===== config.mk =====
export PLATFORM = sky130hd
export DESIGN_NAME = user_cmd_conditioner
export DESIGN_NICKNAME = d
export VERILOG_FILES = /design/src/rtl/user_cmd_conditioner_pkg.sv /design/src/rtl/user_cmd_conditioner_btn_debounce.sv /design/src/rtl/user_cmd_conditioner.sv
export SDC_FILE = /design/constraint.sdc
export NUM_CORES = 1
export LEC_CHECK = 0
export CAP_MARGIN = 20
export CORE_MARGIN = 10
export CORE_UTILIZATION = 60
export DETAILED_ROUTE_END_ITERATION = 12
export PLACE_DENSITY = 0.88
export SLEW_MARGIN = 15
export SYNTH_ARGS = -nofsm -noshare
export SYNTH_HDL_FRONTEND = slang
export SYNTH_SLANG_ARGS = --single-unit

===== constraint.sdc =====
create_clock -name clk -period 5.8 [get_ports clk]
set_input_delay 1.16 -clock clk [delete_from_list [all_inputs] [get_ports clk]]
set_output_delay 1.16 -clock clk [all_outputs]
set_load 0.02 [all_outputs]

===== src/rtl/user_cmd_conditioner_pkg.sv =====
// Shared types and default timing for the user command conditioner.
// Optional pending-command capture is enabled with CMD_PENDING_EN.
package user_cmd_conditioner_pkg;

  typedef enum logic [1:0] {
    CMD_NONE     = 2'b00,
    CMD_STRAIGHT = 2'b01,
    CMD_LEFT     = 2'b10,
    CMD_RIGHT    = 2'b11
  } cmd_code_t;

  typedef enum logic {
    ST_IDLE    = 1'b0,
    ST_LOCKOUT = 1'b1
  } state_t;

  localparam int DEBOUNCE_CYCLES_DEF = 2_000_000;
  localparam int LOCKOUT_CYCLES_DEF  = 10_000_000;

  // Fixed priority: straight wins over left wins over right.
  function automatic cmd_code_t resolve_cmd(
    input logic s,
    input logic l,
    input logic r
  );
    if (s)      return CMD_STRAIGHT;
    else if (l) return CMD_LEFT;
    else if (r) return CMD_RIGHT;
    else        return CMD_NONE;
  endfunction

endpackage


===== src/rtl/user_cmd_conditioner_btn_debounce.sv =====
// Button conditioner: 2-flop synchronizer, stability counter and
// rising-edge detector producing a one-cycle press pulse.
module btn_debounce
  import user_cmd_conditioner_pkg::*;
#(
  parameter int DEBOUNCE_CYCLES = DEBOUNCE_CYCLES_DEF
) (
  input  logic clk,
  input  logic rst_n,
  input  logic btn_i,
  output logic press_o
);

  localparam int CW = $clog2(DEBOUNCE_CYCLES + 1);

  logic          sync1_q, sync1_d;
  logic          sync2_q, sync2_d;
  logic          level_q, level_d;
  logic          prev_q, prev_d;
  logic          press_q, press_d;
  logic [CW-1:0] cnt_q, cnt_d;

  always_comb begin
    sync1_d = btn_i;
    sync2_d = sync1_q;
    level_d = level_q;
    cnt_d   = cnt_q;
    prev_d  = level_q;
    press_d = level_q & ~prev_q;
    // Any sample agreeing with the level restarts the count.
    if (sync2_q == level_q) begin
      cnt_d = '0;
    end else if (cnt_q == CW'(DEBOUNCE_CYCLES - 1)) begin
      level_d = sync2_q;
      cnt_d   = '0;
    end else begin
      cnt_d = cnt_q + 1'b1;
    end
  end

  always_ff @(posedge clk) begin
    if (!rst_n) begin
      sync1_q <= 1'b0;
      sync2_q <= 1'b0;
      level_q <= 1'b0;
      prev_q  <= 1'b0;
      press_q <= 1'b0;
      cnt_q   <= '0;
    end else begin
      sync1_q <= sync1_d;
      sync2_q <= sync2_d;
      level_q <= level_d;
      prev_q  <= prev_d;
      press_q <= press_d;
      cnt_q   <= cnt_d;
    end
  end

  assign press_o = press_q;

endmodule


===== src/rtl/user_cmd_conditioner.sv =====
// Debounces three direction buttons and issues rate-limited command pulses.
// Define CMD_PENDING_EN to hold one command arriving during lockout.
module user_cmd_conditioner
  import user_cmd_conditioner_pkg::*;
#(
  parameter int DEBOUNCE_CYCLES = DEBOUNCE_CYCLES_DEF,
  parameter int LOCKOUT_CYCLES  = LOCKOUT_CYCLES_DEF
) (
  input  logic       clk,
  input  logic       rst_n,
  input  logic       btn_straight,
  input  logic       btn_left,
  input  logic       btn_right,
  output logic       go_straight_command,
  output logic       turn_left_command,
  output logic       turn_right_command,
  output logic [1:0] last_cmd,
  output logic       lockout_active
);

  localparam int LW = $clog2(LOCKOUT_CYCLES + 1);

  logic      press_s, press_l, press_r;
  cmd_code_t evt, issue;
  cmd_code_t pulse_q, pulse_d;
  cmd_code_t last_q, last_d;
  state_t    state_q, state_d;
  logic [LW-1:0] lock_q, lock_d;
`ifdef CMD_PENDING_EN
  cmd_code_t pend_q, pend_d;
`endif

  btn_debounce #(.DEBOUNCE_CYCLES(DEBOUNCE_CYCLES)) u_db_s (
    .clk(clk), .rst_n(rst_n), .btn_i(btn_straight), .press_o(press_s)
  );
  btn_debounce #(.DEBOUNCE_CYCLES(DEBOUNCE_CYCLES)) u_db_l (
    .clk(clk), .rst_n(rst_n), .btn_i(btn_left), .press_o(press_l)
  );
  btn_debounce #(.DEBOUNCE_CYCLES(DEBOUNCE_CYCLES)) u_db_r (
    .clk(clk), .rst_n(rst_n), .btn_i(btn_right), .press_o(press_r)
  );

  assign evt = resolve_cmd(press_s, press_l, press_r);

  always_comb begin
    state_d = state_q;
    lock_d  = lock_q;
    last_d  = last_q;
    pulse_d = CMD_NONE;
    issue   = evt;
`ifdef CMD_PENDING_EN
    pend_d  = pend_q;
    // A held command is older than anything arriving now.
    if (pend_q != CMD_NONE) issue = pend_q;
`endif
    unique case (state_q)
      ST_IDLE: begin
        if (issue != CMD_NONE) begin
          pulse_d = issue;
          last_d  = issue;
          lock_d  = LW'(LOCKOUT_CYCLES);
          state_d = ST_LOCKOUT;
`ifdef CMD_PENDING_EN
          pend_d  = CMD_NONE;
`endif
        end
      end
      ST_LOCKOUT: begin
        lock_d = lock_q - 1'b1;
        if (lock_q == LW'(1)) state_d = ST_IDLE;
`ifdef CMD_PENDING_EN
        if (pend_q == CMD_NONE) pend_d = evt;
`endif
      end
      default: state_d = ST_IDLE;
    endcase
  end

  always_ff @(posedge clk) begin
    if (!rst_n) begin
      state_q <= ST_IDLE;
      lock_q  <= '0;
      last_q  <= CMD_NONE;
      pulse_q <= CMD_NONE;
`ifdef CMD_PENDING_EN
      pend_q  <= CMD_NONE;
`endif
    end else begin
      state_q <= state_d;
      lock_q  <= lock_d;
      last_q  <= last_d;
      pulse_q <= pulse_d;
`ifdef CMD_PENDING_EN
      pend_q  <= pend_d;
`endif
    end
  end

  assign go_straight_command = (pulse_q == CMD_STRAIGHT);
  assign turn_left_command   = (pulse_q == CMD_LEFT);
  assign turn_right_command  = (pulse_q == CMD_RIGHT);
  assign last_cmd            = last_q;
  assign lockout_active      = (lock_q != '0);

endmodule


==> results.json <==
{
  "floorplan.initialDensity": 0.615,
  "floorplan.die.width_um": 109,
  "grt_start_max_net_pins": 27,
  "synth_fa_ha_area_frac": 0.0158,
  "final.setup.tns_ps": 0,
  "finalMaxSlewViolations": 0,
  "cp-start-kind": "flip-flop",
  "vias_per_cell": 6.00,
  "pre_cts_ws_ps": 2470,
  "timing.critical_path.to_type": "primary output",
  "drc": 0,
  "final_period_minus_worst_setup_slack_ps": 3770,
  "antenna_violating_nets_post_route": 0,
  "drt-wirelength-per-cell_um": 13.9,
  "clkTransAtPathRegs_ps": 100,
  "ys_types": 51,
  "post_synth_mux_area_share": 0.00210,
  "cts.repair.resized": 0,
  "critPathMaxStageDelay_ps": 550,
  "cts_post_setup_buffers_inserted": 0,
  "design_power_total_mw": 1.22,
  "cts.htree.levels": 3,
  "synth_area_mm2": 0.00476,
  "crit_slowest_cell": "clkdlybuf4s50_1",
  "grt_first_pass_wirelength_um": 15700,
  "pre_repair_dr_iteration_count": 4,
  "hold_viol_final": 0,
  "synthesis.area_per_instance_um2": 8.76,
  "p_leak_nw": 1.61,
  "path_cells": "nor4_1 -> nand4_1 -> nor4_1 -> nand2_1 -> clkdlybuf4s50_1",
  "final_hold_slack_ps": 390,
  "finalWorstSetupSlack_ps": 2030,
  "rsz0062_at_grt": "false",
  "min-delay-path-class": "flip-flop to flip-flop",
  "port_buffers": 10,
  "crit_path_max_fanout": 8,
  "final_design_area_no_fill_mm2": 0.00513,
  "syn_nets": 554,
  "finalWirelength_um": 9110,
  "area_growth_syn_to_layout_pct": 7.89,
  "n_antenna_cell": 0,
  "cts_tree": "done",
  "antenna_found_initial": 0,
  "worst_ep_required_time_ps": 4640,
  "placed_area_mm2": 0.00493,
  "worstHoldPathCells": 1,
  "clockBufferDepth": 2,
  "finalNetCount": 558,
  "dp_hpwl_um": 6380,
  "syn_inst": 543,
  "outcome": "completed",
  "placement_rows": 32,
  "grt_overflow_total": 0,
  "tritoncts_num_sinks": 107,
  "yosys_warnings": 0,
  "drive_above_1_share": 0.0616,
  "io_pins": 11,
  "headroom_to_the_max_slew_limit": 0.455,
  "vdd_drop_max_v": 0.000134,
  "post_synthesis_simple_gate_area_fraction": 0.295,
  "drtIter0Drc": 213,
  "worstSetupPathDepth": 5,
  "r2r.worst_path.cells": 6,
  "fin_worst_skew_ps": 10.9,
  "route.vias.total": 3926,
  "synth_seq_area_share": 0.450,
  "dieArea_mm2": 0.0119,
  "worstSkewPairLatency_ps": 370,
  "setup_viol": 0,
  "critical-path-top-cell-by-count": "nor4_1",
  "tightest_slew_ps": 815,
  "synth-compound-area-share": 0.115,
  "ys_seq_elements": 107,
  "dominant_delay_contributor_by_cell_family_on_the_critical_path": "simple AND/OR/NAND/NOR gates",
  "globalRouteTotalUtil": 0.157,
  "arrival_ps": 2610,
  "async_flop_share": 0,
  "cap_violations": 0,
  "design.core.area_mm2": 0.00773,
  "worst-setup-path-type": "flip-flop to primary output",
  "power_per_cell_area_mw_per_mm2": 237,
  "vertical_die_dimension_um": 109,
  "root_buffer": "clkbuf_8",
  "number_of_filler_instances_in_the_final_layout": 619,
  "synthXorXnorAreaFrac": 0.0866,
  "synth_top_family_by_area": "simple AND/OR/NAND/NOR gates",
  "place_congestion": 0.870,
  "finalCritPeriodShare": 0.650,
  "synth-main-ff-cell": "dfxtp_1",
  "vias_in_the_first_global_route": 3684,
  "path_buf_inv": 1,
  "fmaxAchievable_mhz": 265,
  "synth_enable_flop_cells": 0,
  "numCtsBuffers": 9,
  "post_cts_hold_buffer_count": 0
}
## cell families after synthesis
kind of cell               Yosys count
buffers and inverters               43
and+or+nand+nor                    256
AOI/OAI and AO/OA                   83
muxes                                1
DFF                                107
xor gates and xnor gates            47
adders and majority gates            6
## placed cells by master (no fill, tap or decap), types with 10 or more instances in the layout
cell             instances
a21oi_1                 30
nor3_1                  18
xnor2_1                 28
xor2_1                  19
nand2_1                 21
nor2_1                  67
clkdlybuf4s50_1         10
inv_1                   22
or3_1                   23
o21ai_0                 13
dfxtp_1                107
clkbuf_8                10
nand4_1                 23
nand3_1                 25
or4_1                   13
nor4_1                  13
and2_1                  13
## where the power goes
part | leakage [nW] | switching, mW | total [mW] | internal, mW
combinational | 0.651 | 0.0105 | 0.0163 | 0.00579
sequential | 0.863 | 0.00157 | 0.738 | 0.737
clock | 0.0987 | 0.250 | 0.461 | 0.211
total | 1.61 | 0.262 | 1.22 | 0.954
## path summary, 6_finish.rpt
path	startpoint	end	slack (ps)
min reg2reg	u_db_s.prev_q$_SDFF_PN0_	u_db_s.press_o$_SDFF_PN0_	390
max	lock_q[9]$_SDFFE_PN0P_	lockout_active	2030
min	u_db_s.prev_q$_SDFF_PN0_	u_db_s.press_o$_SDFF_PN0_	390
max reg2reg	u_db_l.cnt_q[0]$_SDFF_PP0_	u_db_l.cnt_q[18]$_SDFF_PP0_	3530
## cell usage after synthesis, types with 13 or more instances
cell      instances  area (µm²)
dfxtp_1         107        2140
nor2_1           67         251
a21oi_1          30         150
xnor2_1          28         245
nand3_1          25         125
nand4_1          23         144
or3_1            23         144
inv_1            22        82.6
nand2_1          21        78.8
xor2_1           19         166
nor3_1           18        90.1
clkbuf_1         17        63.8
and2_1           13        81.3
nor4_1           13        81.3
o21ai_0          13        65.1
or4_1            13        97.6
## sequential cells by signal, summed over array words and instances (netlist names), 2 cells and up
name and count:
last_cmd 2, u_db_s.cnt_q 21, u_db_r.cnt_q 21, lock_q 24
pulse_q 2, u_db_l.cnt_q 21
## through the flow
stage / utilization / cells
2_1_floorplan: - / 543
3_3_place_gp: 0.638 / 638
3_5_place_dp: 0.638 / 638
4_1_cts: 0.664 / 654
5_1_grt: 0.664 / 654
6_report: 0.664 / 654
## layer usage
metal | share of wire | up-vias | global-route usage
met5 | 0 | - | 0
li1 | - | 1977 | -
met3 | 0.046 | 17 | 0.0283
met4 | 0.017 | 0 | 0.0659
met1 | 0.45 | 1844 | 0.189
met2 | 0.49 | 88 | 0.267
## area by class of cell
type	count	area, µm²	area share
Inverter	23	86.3	0.0168
Tap cell	102	128	0.0249
Timing Repair Buffer	13	123	0.0239
Clock inverter	6	63.8	0.0124
Multi-Input combinational cell	393	2450	0.478
Sequential cell	107	2140	0.417
Clock buffer	10	138	0.0268
No activity file was read; power rests on OpenSTA's default activity.
